**config.mk**
```make
export PLATFORM = sky130hd
export DESIGN_NAME = eac_group_combine
export DESIGN_NICKNAME = d
export VERILOG_FILES = /design/src/rtl/eac_group_combine.sv
export SDC_FILE = /design/constraint.sdc
export NUM_CORES = 1
export LEC_CHECK = 0
export CORE_UTILIZATION = 50
export DETAILED_ROUTE_END_ITERATION = 8
export GPL_ROUTABILITY_DRIVEN = 0
export PLACE_DENSITY = 0.81
export SYNTH_ARGS = -nofsm -noshare
export SYNTH_HDL_FRONTEND = slang
export SYNTH_SLANG_ARGS = --single-unit
```
**constraint.sdc**
```tcl
create_clock -name clk -period 2.7 [get_ports clk]
set_input_delay 0.675 -clock clk [delete_from_list [all_inputs] [get_ports clk]]
set_output_delay 0.675 -clock clk [all_outputs]
set_load 0.01 [all_outputs]
```
**src/rtl/eac_group_combine.sv**
```systemverilog
// Two-stage end-around-carry combiner: S1 captures the group results and the
// chain carry-out, S2 resolves group carries with that carry fed back in.
module eac_group_combine #(
    parameter int GRP_WIDTH = 4,
    parameter int NUM_GRPS  = 4
) (
    input  logic                          clk,
    input  logic                          rst_n,
    input  logic                          in_valid,
    output logic                          in_ready,
    input  logic [GRP_WIDTH*NUM_GRPS-1:0] grp_s,
    input  logic [GRP_WIDTH*NUM_GRPS-1:0] grp_s1,
    input  logic [NUM_GRPS-1:0]           grp_gg,
    input  logic [NUM_GRPS-1:0]           grp_gp,
    output logic                          out_valid,
    input  logic                          out_ready,
    output logic [GRP_WIDTH*NUM_GRPS-1:0] sum,
    output logic                          eac,
    output logic                          neg_zero
);

    localparam int W = GRP_WIDTH * NUM_GRPS;

    logic                s1_valid;
    logic [W-1:0]        s1_s;
    logic [W-1:0]        s1_s1;
    logic [NUM_GRPS-1:0] s1_gg;
    logic [NUM_GRPS-1:0] s1_gp;
    logic                s1_eac;

    logic         s1_load;
    logic         s2_load;
    logic         chain_out;
    logic         carry;
    logic [W-1:0] sel_sum;

    assign s2_load  = s1_valid && (!out_valid || out_ready);
    assign in_ready = !s1_valid || s2_load;
    assign s1_load  = in_valid && in_ready;

    // Group-level carry chain with carry-in 0; its carry-out is the end-around carry.
    always_comb begin
        chain_out = 1'b0;
        for (int k = 0; k < NUM_GRPS; k++) begin
            chain_out = grp_gg[k] | (grp_gp[k] & chain_out);
        end
    end

    always_comb begin
        carry   = s1_eac;
        sel_sum = '0;
        for (int k = 0; k < NUM_GRPS; k++) begin
            sel_sum[k*GRP_WIDTH +: GRP_WIDTH] = carry ? s1_s1[k*GRP_WIDTH +: GRP_WIDTH]
                                                      : s1_s[k*GRP_WIDTH +: GRP_WIDTH];
            carry = s1_gg[k] | (s1_gp[k] & carry);
        end
    end

    always_ff @(posedge clk or negedge rst_n) begin
        if (!rst_n) begin
            s1_valid <= 1'b0;
            s1_s     <= '0;
            s1_s1    <= '0;
            s1_gg    <= '0;
            s1_gp    <= '0;
            s1_eac   <= 1'b0;
        end else begin
            if (s1_load) begin
                s1_valid <= 1'b1;
                s1_s     <= grp_s;
                s1_s1    <= grp_s1;
                s1_gg    <= grp_gg;
                s1_gp    <= grp_gp;
                s1_eac   <= chain_out;
            end else if (s2_load) begin
                s1_valid <= 1'b0;
            end
        end
    end

    // A stalled output holds its data because S2 only loads when it is free or draining.
    always_ff @(posedge clk or negedge rst_n) begin
        if (!rst_n) begin
            out_valid <= 1'b0;
            sum       <= '0;
            eac       <= 1'b0;
            neg_zero  <= 1'b0;
        end else begin
            if (s2_load) begin
                out_valid <= 1'b1;
                sum       <= sel_sum;
                eac       <= s1_eac;
                neg_zero  <= &sel_sum;
            end else if (out_ready) begin
                out_valid <= 1'b0;
            end
        end
    end

endmodule

```
==> summary.md <==
| Metric | Value |
|---|---|
| Async S/R FF share, synth | `100%` |
| Vias/cell | `5.02` |
| Seq cells post-synth | `59` |
| Fin crit period | `2500 ps` |
| CP startpoint | `out_ready` |
| Worst Path Max Fanout | `3` |
| Commonest non-fill, non-tap cell in the layout | `clkdlybuf4s50_1` |
| CTS tree | `done` |
| Synthesis Warnings | `0` |
| Row count | `25` |
| First-pass GRT wire length | `7.82 mm` |
| Layout Nets | `304` |
| VDD IR max | `443 uV` |
| Post-synth cell types | `22` |
| Status | `completed` |
| Worst path cell trace | `clkdlybuf4s50_1 > nand3b_1 > clkdlybuf4s50_1` |
| Initial antenna violation count | `0` |
| Final Hold Viols | `0` |
| Overall Global Routing Usage | `20.4%` |
| Clk slew on worst S/H paths | `60 ps` |
| Cell depth of the worst flop-to-flop path | `5` |
| CTS resizes | `0` |
| Setup Viol. Count Final | `0` |
| Static leakage power | `1.45 nW` |
| Ports | `64` |
| Overflow after GRT | `0` |
| Vias in the first global route | `1690` |
| Final period util | `92.7%` |
| Largest net degree at the start of global routing | `41` |
| Least-Margin Pin Slew | `656 ps` |
| Synthesized area | `2510 sq um` |
| # diodes | `0` |
| Worst-skew pair later-pin latency | `330 ps` |
| Worst clock skew | `6.59 ps` |
| Mux contribution to synthesized area | `24.7%` |
| Synth Instances | `192` |
| Pre-CTS WS | `196 ps` |
| DIE AREA | `5310 sq um` |
| Hold Crit Class | `in2async` |
| Setup TNS after final layout | `0 ps` |
| Worst slew margin | `56.3%` |
| Hpwl dp | `3.34 mm` |
| Routed WL | `4.67 mm` |
| CP Capture Type | `primary output` |
| Post-Synth XOR/XNOR Area | `0%` |
| Die H | `72.9 microns` |
| DRC viols | `0` |
| Max-Cap Viols | `0` |
| Ys flop type | `dfrtp_1` |
| Most frequent cells in the layout | `62 x clkdlybuf4s50_1, 59 x dfrtp_1, 40 x mux2_2` |
| DR WL/cell | `14.2 microns` |
| Root Driver | `clkbuf_8` |
| Post-synthesis net count | `236` |
| Length of the first detailed-routing pass in iterations | `4` |
| RSZ-0062 raised after global routing | `no` |
| Initial Utilization | `52.5%` |
| Max clock buf depth | `2` |
| Final worst slack | `197 ps` |
| Slowest stage delay, CP | `550 ps` |
| Crit-path most repeated cell | `clkdlybuf4s50_1` |
| Critical path arrival | `1830 ps` |
| Post-Synth Adder-Cell Area | `0%` |
| Setup bufs post-CTS | `0` |
| Crit-path slowest cell | `clkdlybuf4s50_1` |
| Synth Area in Compound Gates | `7.27%` |
| Share of cells above drive strength 1 | `23.3%` |
| CP Class | `in2out` |
| TritonCTS Buffers | `9` |
| EDFF count, synth | `0` |
| Simple-gate share of the synthesized area | `7.08%` |
| Reg2Reg Setup Slack | `910 ps` |
| Clock Sinks | `59` |
| Seq/Total Area, Yosys | `58.8%` |
| Largest family of logic cells by synthesized area | `multiplexers` |
| Core Footprint | `4790 sq um` |
| Die X | `72.9 microns` |
| Worst setup SP type | `primary input` |
| Area grow syn2layout | `34.2%` |
| Worst reg2reg startpoint | `s1_eac` |
| Reg2reg end | `neg_zero` |
| Final Max Slew Viols | `0` |
| Critical Path RT | `2030 ps` |
| IO Port Bufs | `63` |
| F_max | `399 MHz` |
| Power per Cell Area | `703 nW/um^2` |
| Syn Area/Cell | `13.1 sq um` |
| First DRT Iteration DRCs | `70` |
| Detailed-route via count | `1650` |
| Hold slack | `368 ps` |
| Total Power | `2.37 mW` |
| Post-route ant nets | `0` |
| Post-CTS Hold Buffers | `0` |
| H-tree Lvls | `3` |
## flip-flops by register name (all words and copies together) (netlist names)
signal / count
s1_s1: 16
s1_gp: 3
out_valid: 1
eac: 1
sum: 16
s1_s: 16
s1_valid: 1
s1_gg: 3
neg_zero: 1
s1_eac: 1
## cells in the mapped netlist (2+ instances only)
master | instances | area share [%]
buf_6 | 2 | 0.90
buf_2 | 4 | 0.80
o21ai_0 | 13 | 2.6
o21ai_1 | 5 | 1.0
and3_1 | 2 | 0.50
a21o_1 | 3 | 0.90
nand2_1 | 24 | 3.6
a21oi_1 | 4 | 0.80
nand4_1 | 5 | 1.2
mux2_2 | 40 | 18
nand2b_1 | 3 | 0.75
dfrtp_1 | 59 | 59
mux2i_1 | 17 | 6.8
clkbuf_1 | 3 | 0.45
## layer usage
layer	vias up	GRT usage, %	wire (microns)
met4	0	6.54	57
met3	7	7.46	177
li1	815	-	-
met2	43	33.0	2230
met1	785	25.5	2200
met5	-	0	0
## where the power goes
group / internal (mW) / switching [mW] / total, mW
combinational: 0.340 / 0.222 / 0.562
sequential: 1.04 / 0.113 / 1.15
clock: 0.338 / 0.316 / 0.654
## through the flow
stage | cells | util [%] | instance area, sq um
2_1_floorplan | 192 | - | 2510
3_3_place_gp | 316 | 67.2 | 3210
3_5_place_dp | 316 | 67.2 | 3210
4_1_cts | 329 | 70.4 | 3370
5_1_grt | 329 | 70.4 | 3370
6_report | 329 | 70.4 | 3370
## worst max-delay path by stage
stage / end / cells past startpoint
3_5_place_dp: in_ready / 3
3_3_place_gp: in_ready / 3
4_1_cts: in_ready / 3
5_1_grt: in_ready / 3
2_1_floorplan: s1_gg[2] / 4
6_report: in_ready / 3
## critical path: cells and delay by family
family	cells	cell delay (ps)
simple gates	1	150
buf+inv	2	1010
## logic make-up (layout without fill, tap and decap cells)
| logic type | after synthesis | count (layout) |
|---|---|---|
| AOI/OAI and AO/OA | 29 | 29 |
| and+or+nand+nor | 38 | 38 |
| muxes | 57 | 57 |
| buffers and inverters | 9 | 79 |
| DFF | 59 | 59 |
## final cells by class
type	instances	area, sq um
multi-input combinational	124	981
timing repair buffer	66	673
clock buffer	10	138
fill	376	1420
clock inverter	3	17.5
tap	67	83.8
sequential	59	1480
Note: power is estimated with default switching activity, not from simulation.
